--- config.mk ---
export PLATFORM = sky130hd
export DESIGN_NAME = stopwatch_counter
export DESIGN_NICKNAME = d
export VERILOG_FILES = /design/src/rtl/stopwatch_pkg.sv /design/src/rtl/bcd_mod60.sv /design/src/rtl/stopwatch_counter.sv
export SDC_FILE = /design/constraint.sdc
export NUM_CORES = 1
export LEC_CHECK = 0
export BUFFER_PORTS_ARGS = -buffer_cell sky130_fd_sc_hd__buf_2
export CORE_UTILIZATION = 40
export CTS_CLUSTER_DIAMETER = 50
export DETAILED_ROUTE_END_ITERATION = 10
export PLACE_DENSITY_LB_ADDON = 0.2
export SLEW_MARGIN = 20
export SYNTH_ARGS = -nofsm -noshare
export SYNTH_HDL_FRONTEND = slang
export SYNTH_SLANG_ARGS = --single-unit
--- constraint.sdc ---
create_clock -name clk100MHz -period 2.5 [get_ports clk100MHz]
set_input_delay 0.5 -clock clk100MHz [delete_from_list [all_inputs] [get_ports clk100MHz]]
set_output_delay 0.5 -clock clk100MHz [all_outputs]
set_load 0.02 [all_outputs]
--- src/rtl/stopwatch_pkg.sv ---
// Shared types and digit limits for the stopwatch mm:ss counter.
// Optional lap freeze in the top is enabled by defining STOPWATCH_LAP_EN.
package stopwatch_pkg;

  typedef logic [3:0] bcd_t;

  localparam bcd_t SEC_TENS_MAX = 4'd5;
  localparam bcd_t ONES_MAX     = 4'd9;
  localparam bcd_t MIN_TENS_MAX = 4'd5;

endpackage

--- src/rtl/bcd_mod60.sv ---
// Two-digit BCD counter 00..59 with increment, synchronous clear
// and a carry that fires on the 59 -> 00 increment.
module bcd_mod60
  import stopwatch_pkg::*;
#(
  parameter bcd_t TENS_MAX = SEC_TENS_MAX
) (
  input  logic i_clk,
  input  logic i_rst,
  input  logic i_inc,
  input  logic i_clr,
  output bcd_t o_tens,
  output bcd_t o_ones,
  output logic o_carry
);

  bcd_t r_tens;
  bcd_t r_ones;
  logic w_ones_max;
  logic w_tens_max;

  assign w_ones_max = (r_ones == ONES_MAX);
  assign w_tens_max = (r_tens == TENS_MAX);
  assign o_carry    = i_inc && w_ones_max && w_tens_max;
  assign o_tens     = r_tens;
  assign o_ones     = r_ones;

  always_ff @(posedge i_clk or posedge i_rst) begin
    if (i_rst) begin
      r_tens <= '0;
      r_ones <= '0;
    end else if (i_clr) begin
      r_tens <= '0;
      r_ones <= '0;
    end else if (i_inc) begin
      if (w_ones_max) begin
        r_ones <= '0;
        r_tens <= w_tens_max ? '0 : r_tens + 4'd1;
      end else begin
        r_ones <= r_ones + 4'd1;
      end
    end
  end

endmodule

--- src/rtl/stopwatch_counter.sv ---
// Stopwatch time base and BCD mm:ss counter with pause, clear and adjust.
// Define STOPWATCH_LAP_EN to add the lap display-freeze feature.
module stopwatch_counter
  import stopwatch_pkg::*;
#(
  parameter int TICK_DIV = 100_000_000,
  parameter int ADJ_DIV  = 50_000_000
) (
  input  logic clk100MHz,
  input  logic rst,
  input  logic pause,
  input  logic clr,
  input  logic adj,
  input  logic sel,
  input  logic lap,
  output bcd_t digit1,
  output bcd_t digit2,
  output bcd_t digit3,
  output bcd_t digit4,
  output logic running
);

  localparam int TW = $clog2(TICK_DIV);
  localparam int AW = $clog2(ADJ_DIV);
  localparam logic [TW-1:0] TICK_LAST = TW'(TICK_DIV - 1);
  localparam logic [AW-1:0] ADJ_LAST  = AW'(ADJ_DIV - 1);

  logic [TW-1:0] r_tick_cnt;
  logic [AW-1:0] r_adj_cnt;
  logic          r_run;
  logic          w_tick_en;
  logic          w_tick;
  logic          w_adj_tick;
  logic          w_sec_inc;
  logic          w_min_inc;
  logic          w_sec_carry;
  logic          w_min_carry;
  logic [15:0]   w_count;
  bcd_t          w_m10, w_m1, w_s10, w_s1;

  assign w_tick_en  = r_run && !adj;
  assign w_tick     = w_tick_en && (r_tick_cnt == TICK_LAST);
  assign w_adj_tick = adj && (r_adj_cnt == ADJ_LAST);
  // Adjust steps one field only; the count carry is gated by w_tick.
  assign w_sec_inc  = !clr && (w_tick || (w_adj_tick && sel));
  assign w_min_inc  = !clr && ((w_tick && w_sec_carry) ||
                               (w_adj_tick && !sel));

  always_ff @(posedge clk100MHz or posedge rst) begin
    if (rst) begin
      r_tick_cnt <= '0;
      r_adj_cnt  <= '0;
      r_run      <= 1'b0;
    end else if (clr) begin
      r_tick_cnt <= '0;
      r_adj_cnt  <= '0;
      r_run      <= 1'b0;
    end else begin
      if (w_tick_en)
        r_tick_cnt <= w_tick ? '0 : r_tick_cnt + TW'(1);
      if (!adj)
        r_adj_cnt <= '0;
      else
        r_adj_cnt <= w_adj_tick ? '0 : r_adj_cnt + AW'(1);
      if (!adj && pause)
        r_run <= !r_run;
    end
  end

  bcd_mod60 #(.TENS_MAX(SEC_TENS_MAX)) u_sec (
    .i_clk   (clk100MHz),
    .i_rst   (rst),
    .i_inc   (w_sec_inc),
    .i_clr   (clr),
    .o_tens  (w_s10),
    .o_ones  (w_s1),
    .o_carry (w_sec_carry)
  );

  bcd_mod60 #(.TENS_MAX(MIN_TENS_MAX)) u_min (
    .i_clk   (clk100MHz),
    .i_rst   (rst),
    .i_inc   (w_min_inc),
    .i_clr   (clr),
    .o_tens  (w_m10),
    .o_ones  (w_m1),
    .o_carry (w_min_carry)
  );

  assign w_count = {w_m10, w_m1, w_s10, w_s1};
  assign running = r_run;

`ifdef STOPWATCH_LAP_EN
  logic        r_adj_d;
  logic        r_frz;
  logic [15:0] r_lap;
  logic [15:0] w_disp;

  always_ff @(posedge clk100MHz or posedge rst) begin
    if (rst) begin
      r_adj_d <= 1'b0;
      r_frz   <= 1'b0;
      r_lap   <= '0;
    end else begin
      r_adj_d <= adj;
      if (clr || (adj && !r_adj_d)) begin
        r_frz <= 1'b0;
      end else if (lap && r_run) begin
        r_frz <= !r_frz;
        if (!r_frz)
          r_lap <= w_count;
      end
    end
  end

  assign w_disp = r_frz ? r_lap : w_count;
  assign {digit1, digit2, digit3, digit4} = w_disp;
  logic w_unused;
  assign w_unused = w_min_carry;
`else
  logic w_unused;
  assign w_unused = lap ^ w_min_carry;
  assign {digit1, digit2, digit3, digit4} = w_count;
`endif

endmodule

==> results of run 1 <==
==> sequential cells by signal (all words and copies together) (netlist names) <==
name	flops
r_adj_cnt	26
r_tick_cnt	27
running	1
u_min.o_ones	4
u_min.o_tens	4
u_sec.o_ones	4
u_sec.o_tens	4
==> cell families after synthesis <==
kind of cell | after synthesis | synth area share
muxes | 10 | 0.0270
and+or+nand+nor | 220 | 0.301
buffers and inverters | 32 | 0.0314
DFF | 70 | 0.440
adders and majority gates | 10 | 0.0314
xor gates and xnor gates | 43 | 0.0946
AOI/OAI and AO/OA | 40 | 0.0748
==> how the worst max path moves through the flow <==
stage / end / slack, ps / cells after the start
after floorplan: r_adj_cnt[0]$_DFF_PP0_ / 230 / 1
after global placement: r_tick_cnt[4]$_DFFE_PP0P_ / 110 / 7
after detailed placement: r_tick_cnt[9]$_DFFE_PP0P_ / 110 / 7
after CTS: r_tick_cnt[9]$_DFFE_PP0P_ / 200 / 6
after global routing: r_tick_cnt[6]$_DFFE_PP0P_ / 50 / 7
final: r_tick_cnt[9]$_DFFE_PP0P_ / 240 / 6
==> cell type report <==
class | count | area [um^2]
Fill cell | 979 | 5200
Multi-Input combinational cell | 323 | 2100
Sequential cell | 70 | 1750
Timing Repair Buffer | 36 | 228
Tap cell | 133 | 166
Clock buffer | 11 | 141
Inverter | 20 | 75.1
Clock inverter | 5 | 58.8
==> metal layers <==
metal | up-vias | wire [um]
li1 | 1565 | -
met1 | 1515 | 4260
met2 | 40 | 3710
met3 | 25 | 197
met4 | 0 | 268
met5 | - | 0
==> synth_stat cells (all sizes together), types with 4 or more instances <==
master and count:
inv 20, or4 6, xor2 18, a21oi 14
and3 4, o21ai 4, mux2i 4, mux2 6
nand3 35, nor4 13, nor2b 5, xnor2 25
nor3 11, dfrtp 70, ha 10, buf 5
nor2 69, clkbuf 7, nand4 20, nand2 33
==> through the flow <==
step | std cells | cell area, um^2 | power (W) | utilization | setup WS (ps)
after global placement | 582 | 4320 | 0.00133 | 0.444 | 109
after global routing | 598 | 4520 | 0.00234 | 0.465 | 47.4
after floorplan | 425 | 3980 | 0.00127 | - | 232
final | 598 | 4520 | 0.00223 | 0.465 | 240
after CTS | 598 | 4520 | 0.00227 | 0.465 | 203
after detailed placement | 582 | 4320 | 0.00133 | 0.444 | 111
==> report_power, final <==
group	internal, W	leakage (nW)	switching [W]
Clock	0.000488	0.0955	0.000438
Combinational	0.0000466	0.778	0.0000946
Sequential	0.00114	0.971	0.0000187
==> impl_results.md, run 1 <==
* Outcome: finished, final reports clean
* Setup violators final at 0
* Reg2reg path depth at 6
* Post-synth ARST share at 1.00
* Layout area overhead at 13.7%
* Worst Skew at between 10 and 15 ps
* Worst Setup End Kind: register
* Wire per inst at between 10 and 15 um
* Number of port buffers at 22
* Min Hold Slack at approximately 150 ps
* Commonest non-fill, non-tap cells in the layout: dfrtp_1 (70), nor2_1 (69), nand3_1 (33)
* Gr ovfl total at 0
* DRT Wirelength at 8430 um
* Ys flop type: dfrtp_1
* Clock Tree Root: clkbuf_8
* Hold WC Path Type: in -> async
* Top cell type's share of synthesized area at 0.440
* Vias at 3,145
* Final Cycle Share at 0.904
* Critical Path RT at 2720 ps
* Die area at just over 10,000 um^2
* Cells along the critical path: or4b_4, nor4_4, nand3_2, buf_4, nand2_2, nor2_1
* CTS clk-pin slew, worst paths at approximately 80 ps
* Worst-Skew Late Latency at 350 ps
* Vias in the first global route at about 3.0k
* Distinct cells, synth at 59
* VDD IR-drop max at 0.000271 V
* Mean Syn Cell Area at 9.36 um^2
* Commonest non-fill, non-tap cell in the layout: dfrtp_1
* Register bit total from synthesis at 70
* CP max-delay cell: or4b_4
* Die width at between 100 and 150 um
* Longest Clk Path Bufs at 2
* Met3 Usage GRT at 0.0297
* Vert. Die Dim at slightly above 100 um
* Unrepaired setup endpoints after global routing: false
* Crit path from: r_tick_cnt[9]$_DFFE_PP0P_
* Total Routing Usage GR at 0.183
* Worst slew margin at 0.685
* Post-synth EDFFs at 0
* Fin crit period at roughly 2300 ps
* Buf/Inv on CP at 1
* Share of cells above drive strength 1 at 0.166
* Synth area leaders: dfrtp_1 (44%), nor2_1 (6.5%), xnor2_1 (5.5%)
* Post-synth top area cell: dfrtp_1
* Met2 Track Usage GR at 0.273
* Antenna Nets Post-Route at 0
* Initial Util at 0.409
* CTS H-tree depth at 3
* Largest net degree at the start of global routing at 32
* Core Area at slightly below 10,000 um^2
* Max stage delay on crit path at 570 ps
* Num ports at 24
* Met1 Use GR at 0.252
* ANT cells at 0
* Drt first pass iters at 4
* CTS Hold Buffers Added at 0
* Crit Reg-Reg Endpoint: r_tick_cnt[9]$_DFFE_PP0P_
* Power Dens Cells at around 490 nW/um^2
* Synth Net Count at 442
* Initial antenna violation count at 0
* Std cell rows at 36
* Clock buffer count from CTS at 9
* CP max FO at 18
* Cells after Synth at roughly 430
* Drt first-iter violations at 147
* Post-synthesis sequential area ratio at 0.440
* CTS tree: yes
* Ys Warns at 0
* Crit-path leading delay family: simple AND/OR/NAND/NOR gates
* Critical Path Source Type: register
* Detailed placement HPWL at ~6000 um
* Slew Limit Fails at 0
* Final hold violation count at 0
* Synth Cell Area at approximately 4000 um^2
* Reg2reg start: r_tick_cnt[9]$_DFFE_PP0P_
* Kind of critical path: reg -> reg
* Maxcap violations at 0
* Worst Path Arrival at 2480 ps
* DRC violations left at 0
* Global-route wire length before repair at approximately 14,000 um
* Postcts setup bufs at 0
* Static leakage at roughly 1.8 nW
* Grt peak-use layer: met2
* Cts repair resizes at 0
* R2R setup slack at about 240 ps
* Fmax at roughly 0.44 GHz
* Placer Congestion at 0.840
* Clock sink count at 70
* Worst Tran Pin Value at 468 ps
* Nets@finish at about 480
* Vias/cell at about 5.3
* Setup TNS at 0 ps
Power figures use the tool's default switching activity.
==> inputs of run 2 (changes only) <==
Clock period 2.5 ns to 2.2 ns, I/O delays scaled along.
==> run 2 against run 1 <==
  * Final area is 4.0% higher
  * Wire length is 0.26% higher
  * Sequential cell count stayed put
  * Largest power group unchanged
==> impl_results.md, run 2 (synthesized netlist as in run 1, its figures left out) <==
* Top flop regs: r_tick_cnt: 27 flops, r_adj_cnt: 26 flops (unchanged)
* Clock buffer count from CTS at 9 (unchanged)
* Final hold violation count at 0 (unchanged)
* Max stage delay on crit path at 550 ps (was 570 ps)
* CTS tree: yes (unchanged)
* Share of cells above drive strength 1 at 0.201 (was 0.166)
* Reg2reg path depth at 7 (was 6)
* CTS clk-pin slew, worst paths at 80 ps (about the same)
* Critical Path RT at 2460 ps (was 2720 ps)
* CP max-delay cell: or4b_4 (unchanged)
* Total Routing Usage GR at 0.185 (was 0.183)
* Number of port buffers at 22 (unchanged)
* Max FFs per register at 27 (unchanged)
* Cells along the critical path: or4b_4, nor4_4, buf_4, nand4_1, buf_6, a32o_1, a41o_1 (was or4b_4, nor4_4, nand3_2, buf_4, nand2_2, nor2_1)
* Fillcell total at 977 (was 979)
* Commonest non-fill, non-tap cells in the layout: dfrtp_1 (70), nor2_1 (69), nand3_1 (33) (unchanged)
* Worst Setup End Kind: register (unchanged)
* DRT Wirelength at 8450 um (was 8430 um)
* Placer Congestion at 0.843 (was 0.840)
* Vias in the first global route at 3,014 (was 3,005)
* Worst-Skew Late Latency at 360 ps (was 350 ps)
* Fin crit period at 2150 ps (was 2260 ps)
* Longest Clk Path Bufs at 2 (unchanged)
* Slew Limit Fails at 0 (unchanged)
* Unrepaired setup endpoints after global routing: true (was false)
* Worst slew margin at 0.693 (was 0.685)
* Nets@finish at 494 (was 477)
* Fmax at 0.465 GHz (was 0.442 GHz)
* R2R setup slack at 50 ps (was 240 ps)
* Outcome: finished, final reports clean (unchanged)
* Static leakage at 1.95 nW (was 1.84 nW)
* Crit-path leading delay family: simple AND/OR/NAND/NOR gates (unchanged)
* Crit Reg-Reg Endpoint: u_min.o_tens[2]$_DFFE_PP0P_ (was r_tick_cnt[9]$_DFFE_PP0P_)
* Global-route wire length before repair at 14,800 um (was 14,400 um)
* Kind of critical path: reg -> reg (unchanged)
* Detailed placement HPWL at 5770 um (was 5890 um)
* Worst path depth at 7 (was 6)
* Die area at 10,400 um^2 (unchanged)
* Initial antenna violation count at 0 (unchanged)
* Vert. Die Dim at 102 um (unchanged)
* Register with the highest flop count: r_tick_cnt (unchanged)
* Clock Tree Root: clkbuf_8 (unchanged)
* Maxcap violations at 0 (unchanged)
* Worst Skew at 11.5 ps (was 12.6 ps)
* CP max FO at 6 (was 18)
* Worst setup margin at 50.9 ps (was 240 ps)
* Critical Path Source Type: register (unchanged)
* Num ports at 24 (unchanged)
* Buf/Inv on CP at 2 (was 1)
* Wire per inst at 13.7 um (was 14.1 um)
* Worst slack, placed at -18.4 ps (was 111 ps)
* Power Dens Cells at 524 nW/um^2 (was 493 nW/um^2)
* DRC violations left at 0 (unchanged)
* Std cell rows at 36 (unchanged)
* Core Area at 9730 um^2 (unchanged)
* Layout area overhead at 18.2% (was 13.7%)
* DP Cell Count at 597 (was 582)
* Vias at 3,177 (was 3,145)
* Final Cycle Share at 0.977 (was 0.904)
* Storage element area at 1750 um^2 (unchanged)
* Initial Util at 0.409 (unchanged)
* Clock sink count at 70 (unchanged)
* Multi-input logic area at 2140 um^2 (was 2100 um^2)
* Drt first pass iters at 4 (unchanged)
* Vias/cell at 5.17 (was 5.26)
* Commonest non-fill, non-tap cell in the layout: dfrtp_1 (unchanged)
* Worst Tran Pin Value at 456 ps (was 468 ps)
* Antenna Nets Post-Route at 0 (unchanged)
* Overall power at 0.00247 W (was 0.00223 W)
* Reg2reg start: r_tick_cnt[9]$_DFFE_PP0P_ (unchanged)
* Final Util at 0.484 (was 0.465)
* Worst Path Arrival at 2400 ps (was 2480 ps)
* Die width at 102 um (unchanged)
* VDD IR-drop max at 0.000269 V (was 0.000271 V)
* Hold WC Path Type: in -> async (unchanged)
* Cell Count, Final, Fillers Out at 615 (was 598)
* Drt first-iter violations at 170 (was 147)
* CTS H-tree depth at 3 (unchanged)
* Setup violators final at 0 (unchanged)
* ANT cells at 0 (unchanged)
* Gr ovfl total at 0 (unchanged)
* Largest net degree at the start of global routing at 71 (was 32)
## run 2: repair_timing
item / in CTS / in global routing
pin swaps: 0 / 2
hold buffers: 0 / 0
buffers inserted: 0 / 2
gates resized for setup: 1 / 5
hold endpoints to repair: 0 / 0
cloned: 0 / 0
endpoints found under the setup margin: 6 / 32
## run 2: worst max path at each step
stage,end,from,slack [ps]
floorplan,u_sec.o_tens[0]$_DFFE_PP0P_,r_adj_cnt[16]$_DFF_PP0_,140
global placement,u_min.o_ones[1]$_DFFE_PP0P_,adj,30
detailed placement,u_sec.o_tens[1]$_DFFE_PP0P_,adj,-20
CTS,u_sec.o_tens[1]$_DFFE_PP0P_,r_adj_cnt[16]$_DFF_PP0_,3
global route,u_min.o_tens[2]$_DFFE_PP0P_,r_tick_cnt[9]$_DFFE_PP0P_,-30
finish,u_min.o_tens[2]$_DFFE_PP0P_,r_tick_cnt[9]$_DFFE_PP0P_,50
## run 2: per-stage QoR
stage               cell area [um^2]  hold WS (ps)  TNS (ps)
finish                          4700           178         0
global route                    4700           212      -141
CTS                             4660           181         0
detailed placement              4470           476     -86.3
global placement                4470           474         0
floorplan                       3980           455         0
## run 2: layout make-up
class                   instances  area share
inverters                      20      0.0168
repair buffers                 53      0.0816
clock inverters                 6     0.00984
clock buffers                  10      0.0293
multi-input cells             323       0.455
well taps                     133      0.0354
flip-flops and latches         70       0.372
## run 2: worst reg2reg max path, stage by stage, from the launching register on
cell and delay [ps]:
dfrtp_1 400, or4b_4 550, nor4_4 140, buf_4 180, nand4_1 150, buf_6 190
a32o_1 250, a41o_1 200
## run 2: routing by layer
metal / wire (um) / GRT usage / vias to the layer above
li1: - / - / 1599
met1: 4110 / 0.251 / 1513
met2: 3920 / 0.282 / 53
met3: 284 / 0.0497 / 12
met4: 140 / 0.0702 / 0
met5: 0 / 0 / -
## run 2: power breakdown
| part | leakage, nW | internal (W) | switching [W] |
|---|---|---|---|
| Sequential | 0.971 | 0.00130 | 0.0000209 |
| Clock | 0.0889 | 0.000445 | 0.000533 |
| Combinational | 0.890 | 0.0000591 | 0.000108 |
| Total | 1.95 | 0.00180 | 0.000663 |
==> inputs of run 3 (changes only) <==
Settings changed: ABC_AREA from default to 1.
==> run 3 against run 2 <==
  * Wire length is 5.5% higher
  * Utilization decreased by 1.6 points
  * Critical path depth up 3
  * Final cell count is 19% higher
  * Via count is 12% higher
  * Clock skew shrank 1.9 ps
  * Non-clock buffer count is 24 lower
  * Count of clock-buffer cells in the layout rose by 2
  * Global-route usage down 0.074 points
  * Setup slack better by 260 ps
  * Critical path type unchanged
  * Sequential cell count is the same
==> impl_results.md, run 3 <==
* Core Area at 9910 um^2 (was 9730 um^2)
* Slew Limit Fails at 0 (unchanged)
* Register bit total from synthesis at 70 (unchanged)
* Post-synthesis sequential area ratio at 0.424 (was 0.440)
* Synth area leaders: dfrtp_1 (42%), nand2_1 (13%), nor2_1 (8.6%) (was dfrtp_1 (44%), nor2_1 (6.5%), xnor2_1 (5.5%))
* DRT Wirelength at 8920 um (was 8450 um)
* Vias in the first global route at 3,582 (was 3,014)
* R2R setup slack at 310 ps (was 50 ps)
* ANT cells at 0 (unchanged)
* Static leakage at 2.17 nW (was 1.95 nW)
* Initial Util at 0.417 (was 0.409)
* Worst-Skew Late Latency at 350 ps (was 360 ps)
* Wire per inst at 12.2 um (was 13.7 um)
* Hold WC Path Type: in -> async (unchanged)
* Ys flop type: dfrtp_1 (unchanged)
* Final hold violation count at 0 (unchanged)
* Max FFs per register at 27 (unchanged)
* Drt first pass iters at 5 (was 4)
* Ys Warns at 0 (unchanged)
* Worst slack, placed at 284 ps (was -18.4 ps)
* Worst slew margin at 0.563 (was 0.693)
* CTS Hold Buffers Added at 0 (unchanged)
* Crit Reg-Reg Endpoint: u_min.o_tens[3]$_DFFE_PP0P_ (was u_min.o_tens[2]$_DFFE_PP0P_)
* Die width at 104 um (was 102 um)
* Placer Congestion at 0.831 (was 0.843)
* Cell Count, Final, Fillers Out at 733 (was 615)
* Synth Cell Area at 4130 um^2 (was 3980 um^2)
* CTS tree: yes (unchanged)
* Flop pwr share at 0.488 (was 0.536)
* Largest net degree at the start of global routing at 34 (was 71)
* Num ports at 24 (unchanged)
* Reg2reg start: r_adj_cnt[0]$_DFF_PP0_ (was r_tick_cnt[9]$_DFFE_PP0P_)
* Logic pwr share at 0.106 (was 0.068)
* Final Cycle Share at 0.858 (was 0.977)
* Layout area overhead at 12.2% (was 18.2%)
* DP Cell Count at 717 (was 597)
* Post-synth EDFFs at 0 (unchanged)
* Commonest non-fill, non-tap cell in the layout: nand2_1 (was dfrtp_1)
* Critical Path RT at 2440 ps (was 2460 ps)
* Cells after Synth at 562 (was 425)
* Setup TNS at 0 ps (unchanged)
* Initial antenna violation count at 0 (unchanged)
* Top flop regs: r_tick_cnt: 27 flops, r_adj_cnt: 26 flops (unchanged)
* Gr ovfl total at 0 (unchanged)
* Clock sink count at 70 (unchanged)
* Longest Clk Path Bufs at 2 (unchanged)
* Vert. Die Dim at 104 um (was 102 um)
* DRC violations left at 0 (unchanged)
* Fin crit period at 1890 ps (was 2150 ps)
* Post-synth top area cell: dfrtp_1 (unchanged)
* Postcts setup bufs at 0 (unchanged)
* Pint at 0.00210 W (was 0.00180 W)
* Mean Syn Cell Area at 7.35 um^2 (was 9.36 um^2)
* Worst Path Arrival at 2120 ps (was 2400 ps)
* Clock share of power at 0.406 (was 0.397)
* Cts repair resizes at 0 (was 1)
* Commonest non-fill, non-tap cells in the layout: nand2_1 (145), nor2_1 (95), dfrtp_1 (70) (was dfrtp_1 (70), nor2_1 (69), nand3_1 (33))
* Fillcell total at 1,027 (was 977)
* Sw power at 0.000745 W (was 0.000663 W)
* Worst Setup End Kind: register (unchanged)
* Clock Tree Root: clkbuf_8 (unchanged)
* Post-synth ARST share at 1.00 (unchanged)
* Reg2reg path depth at 10 (was 7)
* Vias/cell at 4.87 (was 5.17)
* Vias at 3,570 (was 3,177)
* Synth top cells by count: nand2_1 (145), nor2_1 (95), dfrtp_1 (70) (was dfrtp_1 (70), nor2_1 (69), nand3_1 (33))
* Worst Tran Pin Value at 654 ps (was 456 ps)
* Cell Area, Placed at 4420 um^2 (was 4470 um^2)
* Total Routing Usage GR at 0.184 (was 0.185)
* Top cell type's share of synthesized area at 0.424 (was 0.440)
* Clock buffer count from CTS at 9 (unchanged)
* Global-route wire length before repair at 16,200 um (was 14,800 um)
* Crit path from: r_adj_cnt[0]$_DFF_PP0_ (was r_tick_cnt[9]$_DFFE_PP0P_)
* Worst Skew at 9.59 ps (was 11.5 ps)
* CP max FO at 12 (was 6)
* Distinct cells, synth at 34 (was 59)
* Kind of critical path: reg -> reg (unchanged)
* Number of port buffers at 22 (unchanged)
* Outcome: finished, final reports clean (unchanged)
* Design area at 4630 um^2 (was 4700 um^2)
* Drt first-iter violations at 113 (was 170)
* Detailed placement HPWL at 6580 um (was 5770 um)
* Register with the highest flop count: r_tick_cnt (unchanged)
* Overall power at 0.00285 W (was 0.00247 W)
* Antenna Nets Post-Route at 0 (unchanged)
* Die area at 10,700 um^2 (was 10,400 um^2)
* Unrepaired setup endpoints after global routing: false (was true)
* Maxcap violations at 0 (unchanged)
* VDD IR-drop max at 0.000362 V (was 0.000269 V)
* Worst setup margin at 313 ps (was 50.9 ps)
* Top-count cell post-synth: nand2_1 (was dfrtp_1)
* Synth Net Count at 579 (was 442)
* CTS clk-pin slew, worst paths at 80 ps (about the same)
* Worst setup path endpoint: u_min.o_tens[3]$_DFFE_PP0P_ (was u_min.o_tens[2]$_DFFE_PP0P_)
* Nets@finish at 612 (was 494)
* Std cell rows at 36 (unchanged)
* Critical Path Source Type: register (unchanged)
* Power Dens Cells at 614 nW/um^2 (was 524 nW/um^2)
* Setup violators final at 0 (unchanged)
* CTS H-tree depth at 3 (unchanged)
* Sw Share at 0.262 (was 0.269)
* Fmax at 0.530 GHz (was 0.465 GHz)
* Share of cells above drive strength 1 at 0.128 (was 0.201)
-- run 3: cell count changes in the layout (fill, tap and decap cells not counted), moves of 7 or more --
| cell | before | now |
|---|---|---|
| nor2_1 | 69 | 95 |
| xor2_1 | 18 | 8 |
| buf_4 | 27 | 6 |
| nor2_2 | 0 | 13 |
| nand4_1 | 20 | 13 |
| nand2_1 | 32 | 145 |
| nand3_1 | 33 | 44 |
| inv_1 | 18 | 62 |
| xnor2_1 | 25 | 5 |
-- run 3: cell type report --
class | count | area, um^2 | area share
Clock buffer | 12 | 145 | 0.0313
Clock inverter | 4 | 70.1 | 0.0151
Inverter | 68 | 259 | 0.0559
Multi-Input combinational cell | 417 | 2070 | 0.446
Sequential cell | 70 | 1750 | 0.378
Tap cell | 133 | 166 | 0.0359
Timing Repair Buffer | 29 | 175 | 0.0378
-- run 3: how the worst min path moves through the flow --
stage	to	startpoint	cells past startpoint	slack (ps)
3_3_place_gp	r_adj_cnt[0]$_DFF_PP0_	r_adj_cnt[0]$_DFF_PP0_	1	450
3_5_place_dp	r_adj_cnt[0]$_DFF_PP0_	r_adj_cnt[0]$_DFF_PP0_	1	460
6_report	r_adj_cnt[8]$_DFF_PP0_	rst	2	180
2_1_floorplan	r_adj_cnt[0]$_DFF_PP0_	r_adj_cnt[0]$_DFF_PP0_	1	430
5_1_grt	r_tick_cnt[1]$_DFFE_PP0P_	rst	2	230
4_1_cts	r_tick_cnt[26]$_DFFE_PP0P_	rst	2	190
-- run 3: cell families (layout without fill, tap and decap cells) --
| kind of cell | count (synthesis) | after routing | share of synthesized area |
|---|---|---|---|
| adder cells (fa/ha/maj) | 10 | 10 | 0.0303 |
| buffers and inverters | 75 | 113 | 0.0754 |
| flip-flops | 70 | 70 | 0.424 |
| AO/OA/AOI/OAI | 43 | 43 | 0.0597 |
| AND/OR/NAND/NOR | 351 | 351 | 0.383 |
| XOR/XNOR | 13 | 13 | 0.0276 |
-- run 3: metal layers --
layer  GRT usage  wire length (um)  up-vias  part of all wire
met5           0                 0        -                 0
met4      0.0704                56        0            0.0063
met3      0.0365               259        4             0.029
met2       0.293              4060       52              0.45
met1       0.247              4540     1651              0.51
li1            -                 -     1863                 -
-- run 3: through the flow --
stage | hold WS (ps) | util
floorplan | 431 | -
global placement | 449 | 0.446
detailed placement | 460 | 0.446
CTS | 186 | 0.468
global route | 227 | 0.468
finish | 176 | 0.468
-- run 3: worst max-delay path, stage by stage, from the launching register on --
cell and delay, ps:
dfrtp_1 370, ha_1 170, nand2_1 70, nor2_1 220, nand2_1 100, nor2_2 190, nand3b_1 150, nand3_2 210
nand2_1 150, nand2_1 90, nand2_1 50
-- run 3: power groups by stage --
stage	clock, W	sequential, W	combinational [W]
global route	0.00125	0.00139	0.000351
floorplan	0	0.00144	0.000175
detailed placement	0	0.00141	0.000306
CTS	0.00119	0.00139	0.000308
global placement	0	0.00141	0.000299
finish	0.00116	0.00139	0.000303
